**src/rtl/bloom_pkg.sv**
```systemverilog
// Shared parameters, FSM state type and the lowest-set-bit encoder for the
// true-page-number collector.
package bloom_pkg;
  localparam int PPB       = 64;
  localparam int NOP_WIDTH = 12;
  localparam int MAX_TPN   = 8;
  localparam int IDX_W     = $clog2(PPB);

  typedef enum logic [1:0] {
    IDLE = 2'd0,
    SCAN = 2'd1,
    DONE = 2'd2
  } state_e;

  // Index of the lowest set bit; 0 when the vector is empty.
  function automatic logic [IDX_W-1:0] lowest_set(input logic [PPB-1:0] v);
    logic [IDX_W-1:0] idx;
    idx = '0;
    for (int i = PPB - 1; i >= 0; i--) begin
      if (v[i]) idx = IDX_W'(i);
    end
    return idx;
  endfunction
endpackage

```
**src/rtl/tpn_fifo.sv**
```systemverilog
// Result FIFO: DEPTH entries of WIDTH bits, registered head, synchronous clear.
// A pop frees a slot on the same edge, so push and pop both succeed when full.
module tpn_fifo #(
  parameter int DEPTH = 8,
  parameter int WIDTH = 12
) (
  input  logic             clk,
  input  logic             rst,
  input  logic             clr,
  input  logic             push,
  input  logic [WIDTH-1:0] wdata,
  input  logic             pop,
  output logic [WIDTH-1:0] rdata,
  output logic             full,
  output logic             empty
);
  localparam int AW = (DEPTH > 1) ? $clog2(DEPTH) : 1;
  localparam int CW = $clog2(DEPTH + 1);

  logic [WIDTH-1:0] mem_q [DEPTH];
  logic [WIDTH-1:0] mem_d [DEPTH];
  logic [AW-1:0]    wr_ptr_q, wr_ptr_d, rd_ptr_q, rd_ptr_d;
  logic [CW-1:0]    count_q, count_d;
  logic             do_push, do_pop;

  assign empty   = (count_q == '0);
  assign full    = (count_q == CW'(DEPTH));
  assign rdata   = mem_q[rd_ptr_q];
  assign do_pop  = pop && !empty;
  assign do_push = push && (!full || do_pop);

  always_comb begin
    mem_d    = mem_q;
    wr_ptr_d = wr_ptr_q;
    rd_ptr_d = rd_ptr_q;
    count_d  = count_q;
    if (clr) begin
      wr_ptr_d = '0;
      rd_ptr_d = '0;
      count_d  = '0;
    end else begin
      if (do_push) begin
        mem_d[wr_ptr_q] = wdata;
        wr_ptr_d = (wr_ptr_q == AW'(DEPTH - 1)) ? '0 : wr_ptr_q + AW'(1);
      end
      if (do_pop) begin
        rd_ptr_d = (rd_ptr_q == AW'(DEPTH - 1)) ? '0 : rd_ptr_q + AW'(1);
      end
      count_d = count_q + CW'(do_push) - CW'(do_pop);
    end
  end

  always_ff @(posedge clk or negedge rst) begin
    if (!rst) begin
      mem_q    <= '{default: '0};
      wr_ptr_q <= '0;
      rd_ptr_q <= '0;
      count_q  <= '0;
    end else begin
      mem_q    <= mem_d;
      wr_ptr_q <= wr_ptr_d;
      rd_ptr_q <= rd_ptr_d;
      count_q  <= count_d;
    end
  end
endmodule

```
**src/rtl/tpn_collector.sv**
```systemverilog
// Turns per-block page-match bitmaps into a stream of global true-page numbers,
// keeping at most MAX_TPN per scan and flagging any match dropped beyond that.
module tpn_collector #(
  parameter int PPB       = bloom_pkg::PPB,
  parameter int NOP_WIDTH = bloom_pkg::NOP_WIDTH,
  parameter int MAX_TPN   = bloom_pkg::MAX_TPN
) (
  input  logic                  clk,
  input  logic                  rst,
  input  logic                  scan_clr,
  input  logic                  in_valid,
  output logic                  in_ready,
  input  logic [5:0]            in_bidx,
  input  logic [PPB-1:0]        in_eq,
  input  logic                  in_last,
  output logic                  out_valid,
  input  logic                  out_ready,
  output logic [NOP_WIDTH-1:0]  out_tpn,
  output logic [3:0]            num_tpn,
  output logic                  overflow,
  output logic                  done,
  output bloom_pkg::state_e     dbg_state
);
  import bloom_pkg::*;

  // Handshakes: a beat moves on a rising edge where valid and ready are both 1;
  // valid never waits on ready, and payload is only meaningful while valid=1.

  state_e               state_q, state_d;
  logic [PPB-1:0]       bitmap_q, bitmap_d;
  logic [5:0]           bidx_q, bidx_d;
  logic                 last_q, last_d;
  logic [3:0]           num_q, num_d;
  logic                 ovf_q, ovf_d;
  logic [IDX_W-1:0]     j;
  logic [NOP_WIDTH-1:0] tpn;
  logic                 fifo_push, fifo_pop, fifo_full, fifo_empty;

  assign j         = lowest_set(bitmap_q);
  assign tpn       = NOP_WIDTH'(bidx_q) * NOP_WIDTH'(PPB) + NOP_WIDTH'(j);
  assign fifo_pop  = out_ready && !fifo_empty;
  assign out_valid = !fifo_empty;
  assign in_ready  = (state_q == IDLE);
  assign done      = (state_q == DONE);
  assign num_tpn   = num_q;
  assign overflow  = ovf_q;
  assign dbg_state = state_q;

  always_comb begin
    state_d   = state_q;
    bitmap_d  = bitmap_q;
    bidx_d    = bidx_q;
    last_d    = last_q;
    num_d     = num_q;
    ovf_d     = ovf_q;
    fifo_push = 1'b0;
    if (scan_clr) begin
      state_d  = IDLE;
      bitmap_d = '0;
      last_d   = 1'b0;
      num_d    = '0;
      ovf_d    = 1'b0;
    end else begin
      case (state_q)
        IDLE: begin
          if (in_valid) begin
            bitmap_d = in_eq;
            bidx_d   = in_bidx;
            last_d   = in_last;
            state_d  = SCAN;
          end
        end
        SCAN: begin
          if (bitmap_q == '0) begin
            state_d = last_q ? DONE : IDLE;
          end else if (num_q < 4'(MAX_TPN)) begin
            // A full FIFO stalls extraction unless it pops on this same edge.
            if (!fifo_full || fifo_pop) begin
              fifo_push = 1'b1;
              bitmap_d  = bitmap_q & ~(PPB'(1) << j);
              num_d     = num_q + 4'd1;
            end
          end else begin
            bitmap_d = bitmap_q & ~(PPB'(1) << j);
            ovf_d    = 1'b1;
          end
        end
        DONE:    state_d = DONE;
        default: state_d = IDLE;
      endcase
    end
  end

  always_ff @(posedge clk or negedge rst) begin
    if (!rst) begin
      state_q  <= IDLE;
      bitmap_q <= '0;
      bidx_q   <= '0;
      last_q   <= 1'b0;
      num_q    <= '0;
      ovf_q    <= 1'b0;
    end else begin
      state_q  <= state_d;
      bitmap_q <= bitmap_d;
      bidx_q   <= bidx_d;
      last_q   <= last_d;
      num_q    <= num_d;
      ovf_q    <= ovf_d;
    end
  end

  tpn_fifo #(
    .DEPTH (MAX_TPN),
    .WIDTH (NOP_WIDTH)
  ) u_fifo (
    .clk   (clk),
    .rst   (rst),
    .clr   (scan_clr),
    .push  (fifo_push),
    .wdata (tpn),
    .pop   (fifo_pop),
    .rdata (out_tpn),
    .full  (fifo_full),
    .empty (fifo_empty)
  );
endmodule

```
**config.mk**
```make
export PLATFORM = sky130hd
export DESIGN_NAME = tpn_collector
export DESIGN_NICKNAME = d
export VERILOG_FILES = /design/src/rtl/bloom_pkg.sv /design/src/rtl/tpn_fifo.sv /design/src/rtl/tpn_collector.sv
export SDC_FILE = /design/constraint.sdc
export NUM_CORES = 1
export LEC_CHECK = 0
export ABC_AREA = 1
export CAP_MARGIN = 20
export CORE_MARGIN = 2
export CORE_UTILIZATION = 40
export DETAILED_ROUTE_END_ITERATION = 8
export SYNTH_ARGS = -nofsm -noshare
export SYNTH_HDL_FRONTEND = slang
export SYNTH_HIERARCHICAL = 1
export SYNTH_SLANG_ARGS = --single-unit
```
**constraint.sdc**
```tcl
create_clock -name clk -period 7.7 [get_ports clk]
set_input_delay 1.155 -clock clk [delete_from_list [all_inputs] [get_ports clk]]
set_output_delay 1.155 -clock clk [all_outputs]
set_load 0.005 [all_outputs]
```
# Yosys cells after proc, flatten, opt, wreduce, memory -nomap -nowiden
# Index checks and enable logic that the tools add are counted.
classes:
  add_sub_neg: 6
  order_cmp: 4
  n_eq_ne: 11
  shifts: 1
  mux: 105
  bitwise_logic: 5
  reduce_logical: 26
ops:
  columns: ["cell", "n"]
  rows:
  - ["$mux W6", 64]
  - ["$mux W64", 5]
  - ["$pmux W64 S2", 1]
  - ["$bwmux W96", 1]
  - ["$and A64 B64 Y64", 1]
  - ["$logic_not A64 Y1", 1]
  - ["$not A64 Y64", 1]
  - ["$shl A1 B6 Y64 const A", 1]
  - ["$bmux W12 S3", 1]
  - ["$demux W12 S3", 1]
  - ["$mux W12", 3]
  - ["$mux W4", 6]
  - ["$mux W3", 6]
  - ["$reduce_bool A2 Y1", 7]
  - ["$add A12 B6 Y12", 1]
  - ["$mux W1", 12]
  - ["$ne A3 B3 Y1 const B", 3]
  - ["$ge A4 B4 Y1 const B", 2]
  - ["$mux W2", 4]
  - ["$not A3 Y4", 2]
  - ["$reduce_and A4 Y1", 2]
  - ["$add A3 B1 Y3 const B", 2]
  - ["$eq A3 B3 Y1 const B", 2]
  - ["$pmux W2 S3", 1]
  - ["other kinds (19)", 28]
totals:
  register_bits: 184
  in_bits: 76
  out_inout_bits: 22
  elab_cells: 175

# Depth between registers and ports, before layout
logic_depth:
  ltp_word: 72
  depth_mapped: 71
  ltp_nobuf: 71

# Hierarchy
# The synthesis kept the hierarchy.
modules_own_cells:
  columns: ["module", "n_inst", "cells_each", "area_per_inst_um2", "seq_area_each_um2"]
  rows:
  - ["tpn_fifo", 1, 720, 5540.3, 2652.5]
  - ["tpn_collector", 1, 876, 5392.7, 1951.9]

# Least setup slack after synthesis
# OpenSTA, ideal clock, no wires.
synth_timing:
  path_kind: "register to register"
  startpoint: "register bitmap_q[62]"
  endpoint: "register bitmap_q[61]"
  setup_ns: 0.117
  arrival_time_ns: 3.646
  required_ns: 7.583
  setup_slack_ns: 3.937
  path_stages_with_launch: 71
  n_path_buf: 0
  synth_period_minus_slack_ns: 3.763
  path_cell_list: "dfrtp_1 > inv_1 > nand2_1 > nand2_1 > nand2_1 > nand2_1 > nand2_1 > nand2_1 > nand2_1 > nand2_1 > nand2_1 > nand2_1 > nand2_1 > nand2_1 > nand2_1 > nand2_1 > nand2_1 > nand2_1 > [35 not listed] > nand2_1 > nand2_1 > nand2_1 > nand2_1 > nand2_1 > nand2_1 > nand2_1 > nand2_1 > nand2_2 > nand2_2 > nand2_2 > nand4_1 > nor2_2 > nand3_1 > nand2_1 > nand2_1 > nand2_1 > nand2_1"
synth_between:
  elab_chain_len: 71
  word_cells_on_any_way: 74
  cone_classes: "1 x eq/ne; 1 x shift; 68 x mux; 2 x bitwise; 2 x reduce/logical"
synth_rtl:
  columns: ["element", "line", "text"]
  rows:
  - ["start: declaration", "tpn_collector.sv:30", "logic [PPB-1:0] bitmap_q, bitmap_d;"]
  - ["start signal: assignment", "tpn_collector.sv:104", "bitmap_q <= bitmap_d;"]
  - ["$mux W6 (63 in series)", "bloom_pkg.sv:20", "if (v[i]) idx = IDX_W'(i);"]
  - ["$shl A1 B6 Y64", "tpn_collector.sv:80, tpn_collector.sv:84", null]
  - ["$not A64 Y64", "tpn_collector.sv:80, tpn_collector.sv:84", null]
  - ["$and A64 B64 Y64", "tpn_collector.sv:80, tpn_collector.sv:84", null]
  - ["$mux W64", "tpn_collector.sv:78", "if (!fifo_full || fifo_pop) begin"]
  - ["$mux W64", "tpn_collector.sv:76", "end else if (num_q < 4'(MAX_TPN)) begin"]
  - ["$mux W64", "tpn_collector.sv:74", "if (bitmap_q == '0) begin"]
  - ["$pmux W64 S2", "tpn_collector.sv:64", "case (state_q)"]
  - ["$mux W64", "tpn_collector.sv:57", "if (scan_clr) begin"]
# Parallel ways exist; a longest one is shown, timed or not. The select of a mux whose other input is x is not followed.
# A chain may end at the register's enable or synchronous reset.

# Worst setup path after layout
layout_timing:
  startpoint: "register bitmap_q[62]"
  endpoint: "register bitmap_q[17]"
# Same word-level chain as after synthesis.

==> results.sh <==
export IMPL_wirelength_um=34100
export IMPL_gp_congestion=0.865
export IMPL_syn_nets=1683
export IMPL_holdPathStages=2
export IMPL_hpwl_um=21300
export IMPL_numCtsBuffers=17
export IMPL_irDropWorstVdd_mv=0.163
export IMPL_crit_path_top_delay_cell="nor2_1"
export IMPL_final_setup_skew_ns=0.0191
export IMPL_die_area_mm2=0.0287
export IMPL_track_usage_pct=24.6
export IMPL_reg2reg_slack_ns=2.97
export IMPL_fill_cells=2727
export IMPL_tightestPinTransition_ns=1.17
export IMPL_multi_input_area_mm2=0.00540
export IMPL_tritoncts="yes"
export IMPL_required_ns=8.04
export IMPL_path_class="flop to flop"
export IMPL_insertedDiodeCount=0
export IMPL_vias=10711
export IMPL_port_buffer_count=97
export IMPL_min_to="u_fifo/mem_q[22]"
export IMPL_cts_hold_buf=0
export IMPL_hold_class="flop to flop"
export IMPL_post_drt_wl_per_cell_um=17.2
export IMPL_drv_cap=0
export IMPL_rsz0062_at_grt="false"
export IMPL_startpoint_type="flop"
export IMPL_dr_first_iter_drc_count=1312
export IMPL_crit_top_cell="nand2_1"
export IMPL_end_kind="flop"
export IMPL_cts_root_buf="clkbuf_16"
export IMPL_final_cell_mix="nand2_1, dfrtp_1, nor2_1"
export IMPL_grt_pass1_wl_um=55900
export IMPL_ios=98
export IMPL_min_period_ns=4.73
export IMPL_postRouteAntennaNets=0
export IMPL_rr_startpoint="bitmap_q[62]"
export IMPL_synth_edff_count=0
export IMPL_ff_latch_area_mm2=0.00460
export IMPL_grt_max_degree=114
export IMPL_num_rows=60
export IMPL_antenna_found_initial=0
export IMPL_max_slew_margin_rel_pct=21.5
export IMPL_fin_util_pct=46.8
export IMPL_post_cts_buffers=0
export IMPL_cts_resized=0
export IMPL_via_per_inst=5.41
export IMPL_yosysUniqueCellTypes=37
export IMPL_rr_worst_depth=70
export IMPL_syn_avg_cell_area_um2=6.85
export IMPL_grt_overflow=0
export IMPL_worstReg2RegEnd="bitmap_q[17]"
export IMPL_cts_sinks=184
export IMPL_clkTransAtPathRegs_ns=0.08
export IMPL_total_power_uw=3330
export IMPL_outcome="finished clean"
export IMPL_finalCritPeriodShare_pct=61.4
export IMPL_drc=0
export IMPL_fin_setup_tns_ns=0
export IMPL_drt_pass1_iterations=5
export IMPL_maxSlewViolCount=0
export IMPL_worstSkewPairLatency_ns=0.45
export IMPL_clock_path_buffers=2
export IMPL_critPathArrivalTime_ns=5.07
export IMPL_drive_gt1_share_pct=5.43
export IMPL_min_from="u_fifo/mem_q[22]"
export IMPL_die_y_um=169
export IMPL_fmax_ghz=0.211
export IMPL_synth_seq_area_share_pct=42.1
export IMPL_syn_instance_count=1596
export IMPL_setup_viol=0
export IMPL_core_area_mm2=0.0269
export IMPL_p_leak_uw=0.00640
export IMPL_cp_max_fo=4
export IMPL_grt_pass1_vias=10505
export IMPL_power_density_mw_per_mm2=265
export IMPL_synth_ff_type="dfrtp_1"
export IMPL_initial_core_util_pct=40.7
export IMPL_yosysWarnings=6
export IMPL_final_common_cell="nand2_1"
export IMPL_hold_viol_final=0
export IMPL_die_w_um=169
export IMPL_area_growth_syn_to_layout_pct=15.2
export IMPL_ys_seq_elements=184
export IMPL_synthArstFlopShare_pct=100
export IMPL_crit_path_max_incr_delay_ns=0.54
export IMPL_finalNetCount=1714
export IMPL_syn_area_mm2=0.0109
export IMPL_h_tree_depth=4
[worst max-delay path, delay by kind of cell, from the launching register on]
family,cells,cell delay (ns)
simple gates,69,4.13
flops,1,0.39
buf+inv,1,0.08
[cells in the mapped netlist (all sizes together) (2+ instances only)]
master	number	share of area, %
a31oi	2	0.11
o21ai	116	5.3
nor3	12	0.92
nand4	109	6.2
dfrtp	184	42
inv	103	3.5
mux2	6	0.62
clkbuf	51	2.1
buf	47	2.4
nand3	113	5.3
o21bai	2	0.14
nor2	172	6.1
nand2	641	22
ha	10	1.1
a21oi	8	0.40
dlygate4sd3	7	0.64
clkinv	3	0.10
o21a	2	0.14
nor4	2	0.11
[state kept, by name (all words and copies together) (netlist names)]
signal           cells
overflow             1
u_fifo/count_q       4
num_tpn              4
u_fifo/rd_ptr_q      3
last_q               1
bidx_q               6
u_fifo/mem_q        96
dbg_state            2
u_fifo/wr_ptr_q      3
bitmap_q            64
[layout make-up]
class,count,area share [%]
clock buffers,17,3.38
multi-input cells,1201,42.9
repair buffers,117,9.19
well taps,341,3.39
clock inverters,15,1.45
flip-flops and latches,184,36.6
inverters,106,3.16
[logic make-up after synthesis]
group                    count (synthesis)  share of synthesized area [%]
flip-flops                             184                           42.1
AO/OA/AOI/OAI                          133                           6.33
adder cells (fa/ha/maj)                 11                           1.33
XOR/XNOR                                 2                          0.160
multiplexers                             6                          0.618
AND/OR/NAND/NOR                       1049                           40.7
buffers and inverters                  211                           8.71
[routing by layer]
layer / wire length (um) / track usage (%) / vias up
met3: 2150 / 4.99 / 55
met1: 15500 / 33.3 / 5118
met4: 747 / 7.28 / 0
met2: 15600 / 39.8 / 352
li1: - / - / 5186
met5: 0 / 0 / -
[where the power goes]
part	total [uW]	switching [uW]	leakage, uW	internal [uW]
Sequential	1190	111	0.00248	1080
Clock	933	439	0.000294	494
Combinational	1210	781	0.00363	424
Total	3330	1330	0.00640	2000
[per-stage QoR]
stage	instance area, um2	hold WS, ns	std cells	setup WS (ns)
finish	12600	0.478	1981	2.97
global route	12600	0.496	1981	2.20
CTS	12600	0.480	1980	3.00
detailed placement	12000	0.460	1948	3.01
global placement	11900	0.455	1946	2.74
floorplan	10900	0.442	1596	3.94
[worst max path at each step]
stage	startpoint	endpoint	slack [ns]
final	bitmap_q[62]	bitmap_q[17]	2.97
after global routing	bitmap_q[62]	bitmap_q[5]	2.20
after CTS	bitmap_q[62]	bitmap_q[5]	3.00
after detailed placement	bitmap_q[62]	bitmap_q[5]	3.01
after global placement	dbg_state[0]	bitmap_q[7]	2.74
after floorplan	bitmap_q[62]	bitmap_q[61]	3.94
Power figures use the tool's default switching activity.
